[config.mk]
export PLATFORM = sky130hd
export DESIGN_NAME = neuron_layer_sched
export DESIGN_NICKNAME = d
export VERILOG_FILES = /design/src/rtl/neuron_layer_sched.sv
export SDC_FILE = /design/constraint.sdc
export NUM_CORES = 2
export LEC_CHECK = 0
export ABC_AREA = 1
export BUFFER_PORTS_ARGS = -buffer_cell sky130_fd_sc_hd__buf_4
export CAP_MARGIN = 10
export CORE_ASPECT_RATIO = 2
export CORE_MARGIN = 2
export CORE_UTILIZATION = 30
export CTS_BUF_LIST = sky130_fd_sc_hd__clkbuf_2
export CTS_CLUSTER_SIZE = 10
export DETAILED_ROUTE_END_ITERATION = 10
export GPL_TIMING_DRIVEN = 1
export HOLD_SLACK_MARGIN = 0.08
export PLACE_DENSITY_LB_ADDON = 0.2
export SETUP_SLACK_MARGIN = 0.3
export SLEW_MARGIN = 10
export SYNTH_ARGS = -nofsm -noshare
export SYNTH_HDL_FRONTEND = slang
export SYNTH_HIERARCHICAL = 1
export SYNTH_SLANG_ARGS = --single-unit
[constraint.sdc]
create_clock -name clk -period 20 [get_ports clk]
set_input_delay 4 -clock clk [delete_from_list [all_inputs] [get_ports clk]]
set_output_delay 4 -clock clk [all_outputs]
set_load 0.1 [all_outputs]
[src/rtl/neuron_layer_sched.sv]
// neuron_layer_sched: one shared 3-input MAC + ReLU datapath, time-multiplexed
// across N_NEURONS logical neurons. Per-neuron weights/bias live in lane
// register instances written through the cfg port; each accepted input vector
// produces N_NEURONS results in index order on a valid/ready stream.
// Build option: define NEURON_SCHED_SAT_EN for saturating products/accumulates
// instead of modulo-2**32 wrap-around (latency is the same either way).

package neuron_layer_sched_pkg;

    // Stored parameters of one logical neuron.
    typedef struct packed {
        logic [31:0] w1;
        logic [31:0] w2;
        logic [31:0] w3;
        logic [31:0] bias;
    } nrn_cfg_t;

    // Write request as seen by a single lane (we already qualified by index).
    typedef struct packed {
        logic        we;
        logic [1:0]  sel;
        logic [31:0] data;
    } cfg_req_t;

endpackage

// Register file slice for one neuron.
module neuron_layer_sched_lane
    import neuron_layer_sched_pkg::*;
(
    input  logic     clk,
    input  logic     rst_n,
    input  cfg_req_t req,
    output nrn_cfg_t cfg
);

    // Field write; the parent only raises we for the addressed, accepted write.
    always_ff @(posedge clk or negedge rst_n) begin
        if (!rst_n) begin
            cfg <= '0;
        end else if (req.we) begin
            case (req.sel)
                2'd0:    cfg.w1   <= req.data;
                2'd1:    cfg.w2   <= req.data;
                2'd2:    cfg.w3   <= req.data;
                default: cfg.bias <= req.data;
            endcase
        end
    end

endmodule

module neuron_layer_sched
    import neuron_layer_sched_pkg::*;
#(
    parameter int N_NEURONS = 4,
    parameter int IDX_W     = 2
) (
    input  logic             clk,
    input  logic             rst_n,
    input  logic             cfg_we,
    input  logic [IDX_W-1:0] cfg_idx,
    input  logic [1:0]       cfg_sel,
    input  logic [31:0]      cfg_data,
    output logic             cfg_drop,
    input  logic             in_valid,
    output logic             in_ready,
    input  logic [31:0]      in1,
    input  logic [31:0]      in2,
    input  logic [31:0]      in3,
    output logic             out_valid,
    input  logic             out_ready,
    output logic [31:0]      out_data,
    output logic [IDX_W-1:0] out_idx,
    output logic             out_last,
    output logic             busy
);

    typedef enum logic [2:0] {IDLE, MAC0, MAC1, MAC2, ACT, HOLD} state_t;

    state_t                  state;
    logic [IDX_W-1:0]        n;
    logic [IDX_W-1:0]        n_inc;
    logic                    n_is_last;
    logic [31:0]             acc;
    logic [31:0]             acc_nxt;
    logic [31:0]             in1_q, in2_q, in3_q;
    logic [31:0]             cur_w1, cur_w2, cur_w3;
    logic [31:0]             nxt_bias;
    logic [31:0]             mac_w, mac_x;
    logic                    accept;
    logic                    idx_ok;
    logic                    cfg_ok;
    nrn_cfg_t [N_NEURONS-1:0] lane_cfg;

    assign in_ready  = (state == IDLE);
    assign busy      = (state != IDLE);
    assign accept    = in_valid && in_ready;
    assign n_inc     = n + IDX_W'(1);
    assign n_is_last = (n == IDX_W'(N_NEURONS - 1));

    // A write lands only while idle, with no competing accept, to a real neuron.
    assign idx_ok = (32'(cfg_idx) < 32'(N_NEURONS));
    assign cfg_ok = cfg_we && in_ready && !in_valid && idx_ok;

    for (genvar i = 0; i < N_NEURONS; i++) begin : g_lane
        cfg_req_t req;
        assign req.we   = cfg_ok && (cfg_idx == IDX_W'(i));
        assign req.sel  = cfg_sel;
        assign req.data = cfg_data;

        neuron_layer_sched_lane u_lane (
            .clk   (clk),
            .rst_n (rst_n),
            .req   (req),
            .cfg   (lane_cfg[i])
        );
    end

    // Weight read for the current neuron and bias preload for the next one.
    always_comb begin
        cur_w1   = '0;
        cur_w2   = '0;
        cur_w3   = '0;
        nxt_bias = '0;
        for (int i = 0; i < N_NEURONS; i++) begin
            if (n == IDX_W'(i)) begin
                cur_w1 = lane_cfg[i].w1;
                cur_w2 = lane_cfg[i].w2;
                cur_w3 = lane_cfg[i].w3;
            end
            if (n_inc == IDX_W'(i)) begin
                nxt_bias = lane_cfg[i].bias;
            end
        end
    end

    // Operand pair for the MAC step selected by the current state.
    always_comb begin
        mac_w = cur_w1;
        mac_x = in1_q;
        case (state)
            MAC1: begin
                mac_w = cur_w2;
                mac_x = in2_q;
            end
            MAC2: begin
                mac_w = cur_w3;
                mac_x = in3_q;
            end
            default: ;
        endcase
    end

`ifdef NEURON_SCHED_SAT_EN
    logic [63:0] prod_full;
    logic [31:0] prod_sat;
    logic [32:0] sum_ext;

    // Full-width signed product and sum, both clamped to the signed 32-bit range.
    always_comb begin
        prod_full = {{32{mac_w[31]}}, mac_w} * {{32{mac_x[31]}}, mac_x};
        if (prod_full[63:31] != {33{prod_full[63]}}) begin
            prod_sat = prod_full[63] ? 32'h8000_0000 : 32'h7FFF_FFFF;
        end else begin
            prod_sat = prod_full[31:0];
        end
        sum_ext = {acc[31], acc} + {prod_sat[31], prod_sat};
        if (sum_ext[32] != sum_ext[31]) begin
            acc_nxt = sum_ext[32] ? 32'h8000_0000 : 32'h7FFF_FFFF;
        end else begin
            acc_nxt = sum_ext[31:0];
        end
    end
`else
    logic [31:0] prod_lo;

    // Low 32 bits of the product are identical for signed and unsigned operands.
    always_comb begin
        prod_lo = mac_w * mac_x;
        acc_nxt = acc + prod_lo;
    end
`endif

    // Scheduler FSM: bias preload, three MAC cycles, ReLU, then hold for the consumer.
    always_ff @(posedge clk or negedge rst_n) begin
        if (!rst_n) begin
            state     <= IDLE;
            n         <= '0;
            acc       <= '0;
            in1_q     <= '0;
            in2_q     <= '0;
            in3_q     <= '0;
            out_valid <= 1'b0;
            out_data  <= '0;
            out_idx   <= '0;
            out_last  <= 1'b0;
        end else begin
            case (state)
                IDLE: begin
                    if (accept) begin
                        in1_q <= in1;
                        in2_q <= in2;
                        in3_q <= in3;
                        n     <= '0;
                        acc   <= lane_cfg[0].bias;
                        state <= MAC0;
                    end
                end
                MAC0: begin
                    acc   <= acc_nxt;
                    state <= MAC1;
                end
                MAC1: begin
                    acc   <= acc_nxt;
                    state <= MAC2;
                end
                MAC2: begin
                    acc   <= acc_nxt;
                    state <= ACT;
                end
                ACT: begin
                    out_data  <= acc[31] ? 32'd0 : acc;
                    out_idx   <= n;
                    out_last  <= n_is_last;
                    out_valid <= 1'b1;
                    state     <= HOLD;
                end
                HOLD: begin
                    if (out_ready) begin
                        out_valid <= 1'b0;
                        if (n_is_last) begin
                            state <= IDLE;
                        end else begin
                            n     <= n_inc;
                            acc   <= nxt_bias;
                            state <= MAC0;
                        end
                    end
                end
                default: state <= IDLE;
            endcase
        end
    end

    // One-cycle flag for every write strobe that did not land.
    always_ff @(posedge clk or negedge rst_n) begin
        if (!rst_n) begin
            cfg_drop <= 1'b0;
        end else begin
            cfg_drop <= cfg_we && !cfg_ok;
        end
    end

endmodule
# Word level (Yosys, flattened, before mapping)
# Index checks and enable logic that the tools add are counted.
[totals]
regBits = 682
wordCells = 125
[op_classes]
addsub = 2
multipliers = 1
n_eq_ne = 19
mux = 33
bitwise = 1
reduce_logical = 42
[ops]
columns = ["cell", "count"]
rows = [
  ["$mux W32", 19],
  ["$pmux W32 S2", 2],
  ["$pmux W32 S3", 1],
  ["$reduce_and A2 Y1", 19],
  ["$add A32 B32 Y32", 1],
  ["$mul A32 B32 Y32", 1],
  ["$mux W31", 1],
  ["$pmux W3 S6", 1],
  ["$eq A2 B2 Y1 const B", 7],
  ["$eq A2 B1 Y1 const B", 4],
  ["$logic_and A1 B1 Y1", 8],
  ["$logic_not A2 Y1", 4],
  ["$reduce_and A4 Y1", 2],
  ["$eq A3 B2 Y1 const B", 2],
  ["$eq A3 B3 Y1 const B", 2],
  ["$mux W2", 3],
  ["$mux W3", 2],
  ["$reduce_bool A3 Y1", 2],
  ["$reduce_or A3 Y1", 2],
  ["$ne A2 B2 Y1 const B", 2],
  ["$pmux W2 S2", 1],
  ["$reduce_bool A2 Y1", 2],
  ["$eq A3 B1 Y1 const B", 1],
  ["$logic_not A3 Y1", 1],
  ["other kinds (6)", 8],
]

# Depth between registers and ports, before layout
[logic_depth]
word_depth = 9
depth_mapped = 47
mapped_depth_nobuf = 44

# Modules after synthesis
# The synthesis kept the hierarchy.
[modules_own_cells]
columns = ["mod", "n_inst", "cells_per_inst", "area_each_um2", "seq_area_each_um2"]
rows = [
  ["neuron_layer_sched", 1, 3985, 29376.9, 4229.1],
  ["neuron_layer_sched_lane", 4, 569, 5188.7, 3203.1],
]

# Least setup slack after synthesis
# OpenSTA, ideal clock, no wires.
[synth_timing]
path_type = "reg-to-reg"
startpoint = "reg n[0]"
endpoint = "reg acc[29]"
setup_ns = 0.135
arrival_ns = 7.558
required_ns = 19.865
setup_slack_ns = 12.307
stages_incl_launch_ff = 43
n_path_buf = 4
synth_period_minus_slack_ns = 7.693
path_cell_list = "dfrtp_1 inv_1 ha_1 buf_2 inv_2 nor2_8 buf_4 nand2_1 nand2_1 o211ai_1 nand2_1 nand2_1 nand2_1 clkbuf_1 clkinv_1 clkbuf_1 nor2_1 fa_1 (+7 left out) fa_1 inv_1 fa_1 inv_1 fa_1 inv_1 fa_1 inv_1 ha_1 a21oi_1 inv_1 a21oi_1 a21boi_0 o2111ai_1 o21ai_0 o21ai_0 a21oi_1 o21ai_0"
[synth_between]
elab_chain_cells = 9
word_cells_on_any_way = 33
classes_between = "add/sub (2); mul (1); eq/ne (7); mux (20); reduce/logical (3)"
[synth_rtl]
columns = ["item", "line_no", "text"]
rows = [
  ["start, declared", "82", "logic [IDX_W-1:0] n;"],
  ["start signal, assigned", "235", "n <= n_inc;"],
  ["$logic_not A2 Y1 / $add A2 B1 Y2 (equally long branches)", "127, 99", ""],
  ["$mux W32 / $logic_not A2 Y1 (equally long branches)", "127, 132", ""],
  ["$mux W32 (on tied branches) (3 in a row)", "127, 132", ""],
  ["$pmux W32 S2 / $mux W32 (equally long branches)", "142, 132", ""],
  ["$mul A32 B32 Y32 / $mux W32 (equally long branches)", "180, 232", ""],
  ["$add A32 B32 Y32 / $mux W32 (equally long branches)", "181, 230", ""],
  ["$pmux W32 S3", "199", "case (state)"],
  ["end signal, assigned", "206", "acc <= lane_cfg[0].bias;"],
  ["end signal, assigned", "211", "acc <= acc_nxt;"],
  ["end signal, assigned", "215", "acc <= acc_nxt;"],
  ["end, declared", "85", "logic [31:0] acc;"],
]
# Several ways; a longest one is shown, not always the timed one. The select of a mux whose other input is x is not followed.
# A chain may end at the register's enable or synchronous reset.

# Worst setup path after layout
[layout_timing]
startpoint = "reg n[0]"
endpoint = "reg acc[28]"
# Same word-level chain as after synthesis.

==> flow_summary.toml <==
[outcome]
status = "completed"

[placement]
place_inst = 8266
numPortBuffers = 174
dpl_cell_area_um2 = 53080
place.gp.congestion = 0.9705
hpwl_mm = 154.8

[sta]
slew_viol_final = 0
hold_violations = 0
finalSetupViolCount = 0
max-slew-margin-rel_pct = 23.39
min_period_ns = 11.29
rsz0062_at_grt = "false"
tightestPinTransition_ns = 1.145
max_freq_ghz = 0.08859
skew_ns = 0.1501
setup_tns_ns = 0
post-route-period-util_pct = 56.44

[detailed_routing]
drc = 0
vias = 44772
avgRoutedWirePerCell_um = 25.89
via_per_inst = 5.243
drtPass1Iterations = 6
wl_mm = 221.1
ant_nets = 0
drt_iter0_markers = 3064

[worst_setup_path]
cp-end-kind = "register"
critical_path_required_ns = 21.29
crit_fanout = 51
critPathKind = "reg2reg"
cp_slowest_stage_delay_ns = 0.88
ff2ff_path_depth = 37
worstSetupStartpointType = "register"
slowest_stage = "clkinv_1"
cp_data_arrival_time_ns = 12.58

[run]
cap_violations = 0

[finish]
final_nets = 7007
final_layout_size_suffix_gt1_share_pct = 10.84
instances_no_fill = 8539
n_fill_cell = 17835
design_area_um2 = 54480
area_delta_synth_final_pct = 8.668

[clock_network]
cts_tree = "built"
numCtsBuffers = 174
cts_sinks = 681
ctsRootBufferMaster = "clkbuf_2"
clockBufferDepth = 4
h-tree-depth = 4
postCtsSetupBuffers = 0
cts_resized = 0
hold_buffers = 0
path_clk_slew_ns = 0.11
clk_latency_ns = 1.48

[global_routing]
grt_overflow_total = 0
antenna_found_initial = 4
grt_pass1_vias = 46434
track_usage_pct = 25.71
grt_max_degree = 137
grt_pass1_wl_mm = 321.0

[floorplan]
io_pins = 176
die_w_um = 293.1
rows = 212
dieArea_um2 = 170600
start_util_pct = 30.14
core-area_um2 = 166300
die_y_um = 582.1

[logic_synthesis]
ys_warn_count = 6
yosysSeqAreaShare_pct = 33.99
ys_ff_latch = 681
postSynthCellCount = 6261
synth_edf_count = 0
netlist_top_cells_area = "dfrtp_1 (34%), fa_1 (17%), nand2_1 (14%), inv_1 (5.4%), nand4_1 (5.0%)"
synth_cell_type_count = 58
synth_top_flop_cell = "dfrtp_1"
synth_area_leader_cell = "dfrtp_1"
synth_top_area_share_pct = 33.99
ys_async_sr_fraction_pct = 100.0
syn_area_per_cell_um2 = 8.007
netlist_area_um2 = 50130
synthesis.nets = 6966

[worst_hold_path]
hp-class = "reg2reg"
holdPathStages = 2
flip-flops by register name, indices dropped and copies added (netlist names):
signal	count
in3_q	32
state	3
acc	32
cfg_drop	1
out_last	1
in1_q	32
out_data	31
out_idx	2
in2_q	32
n	2
g_lane.u_lane/cfg	512
out_valid	1
critical path: cells and delay by family (launching register included):
family          cells  cell delay, ns
compound gates      4            0.73
simple gates       12            1.99
fa+ha+maj          10            4.68
buf+inv            11            3.16
flops               1            0.50
through the flow:
step | hold WS, ns | setup WS [ns] | util, %
after floorplan | 0.4342 | 12.31 | -
after global placement | 0.4464 | 8.947 | 31.91
after detailed placement | 0.4514 | 8.839 | 31.91
after CTS | 0.4773 | 8.894 | 32.75
after global routing | 0.4938 | 8.352 | 32.75
final | 0.4771 | 8.712 | 32.76
metal layers:
| metal | part of all wire, % | up-vias | track usage [%] | routed length (um) |
|---|---|---|---|---|
| met4 | 8.7 | 0 | 19.39 | 19290 |
| li1 | - | 19973 | - | - |
| met5 | 0 | - | 0 | 0 |
| met1 | 35 | 22581 | 26.94 | 76440 |
| met3 | 4.3 | 599 | 2.763 | 9496 |
| met2 | 52 | 1619 | 46.94 | 115900 |
final cells by class:
| type | instances | area [um^2] | area share (%) |
|---|---|---|---|
| well taps | 2140 | 2678 | 4.915 |
| inverters | 752 | 2834 | 5.202 |
| flip-flops and latches | 681 | 17040 | 31.28 |
| multi-input cells | 4428 | 28480 | 52.27 |
| diodes | 4 | 10.01 | 0.01837 |
| clock buffers | 236 | 1181 | 2.168 |
| clock inverters | 33 | 207.7 | 0.3813 |
| repair buffers | 265 | 2048 | 3.760 |
synth_stat cells, types with 12 or more instances:
cell      instances
a21oi_1         246
a22oi_1          34
a31oi_1          15
buf_1            27
buf_2           192
buf_4            16
buf_6            12
clkbuf_1        148
clkinv_1         17
dfrtp_1         681
fa_1            438
ha_1            130
inv_1           722
mux2_2           86
nand2_1        1928
nand3_1         301
nand4_1         399
nor2_1          501
nor2_2           17
o211ai_1         36
o21ai_0         158
o22ai_1          15
o31ai_1          19
placed cells by master, fill, tap and decap left out, types with 6 or more instances in the layout:
cell type,instances
a31oi_1,15
nand2_1,1926
fa_1,438
nand2_2,7
nor3_2,6
dfrtp_1,681
inv_1,713
xor2_1,7
o21ai_1,11
xnor2_1,9
clkbuf_2,236
nand3_1,297
a22oi_1,34
nor2_2,15
nor2_4,8
nand4_1,399
o21ai_0,157
inv_2,20
o31ai_1,19
nor2_1,499
o211ai_1,36
o22ai_1,15
buf_4,259
or2_2,10
a21oi_1,246
mux2_2,86
ha_1,126
clkinv_1,41
kinds of logic (layout without fill, tap and decap cells):
kind of cell | count (synthesis) | count (layout) | share of synthesized area (%)
fa+ha+maj | 568 | 568 | 20.74
compound gates | 559 | 559 | 6.284
other cells | 1 | 5 | 0.007480
flops | 681 | 681 | 33.99
simple gates | 3198 | 3198 | 27.32
xor+xnor | 16 | 16 | 0.2795
mux | 86 | 86 | 1.932
buf+inv | 1152 | 1286 | 9.452
worst paths after layout:
path                       slack, ns                startpoint                       end
setup / recovery                8.71                      n[0]                   acc[28]
hold / removal                  0.48  g_lane[0].u_lane/cfg[48]  g_lane[0].u_lane/cfg[48]
setup reg to reg                8.71                      n[0]                   acc[28]
hold reg to reg                 0.48  g_lane[0].u_lane/cfg[48]  g_lane[0].u_lane/cfg[48]
max in group asynchronous      13.92                     rst_n                 in1_q[14]
min in group asynchronous       2.58                     rst_n  g_lane[2].u_lane/cfg[24]
Power is not shown: default switching activity piles up to over one toggle a cycle in this logic, so the estimate is an artifact.
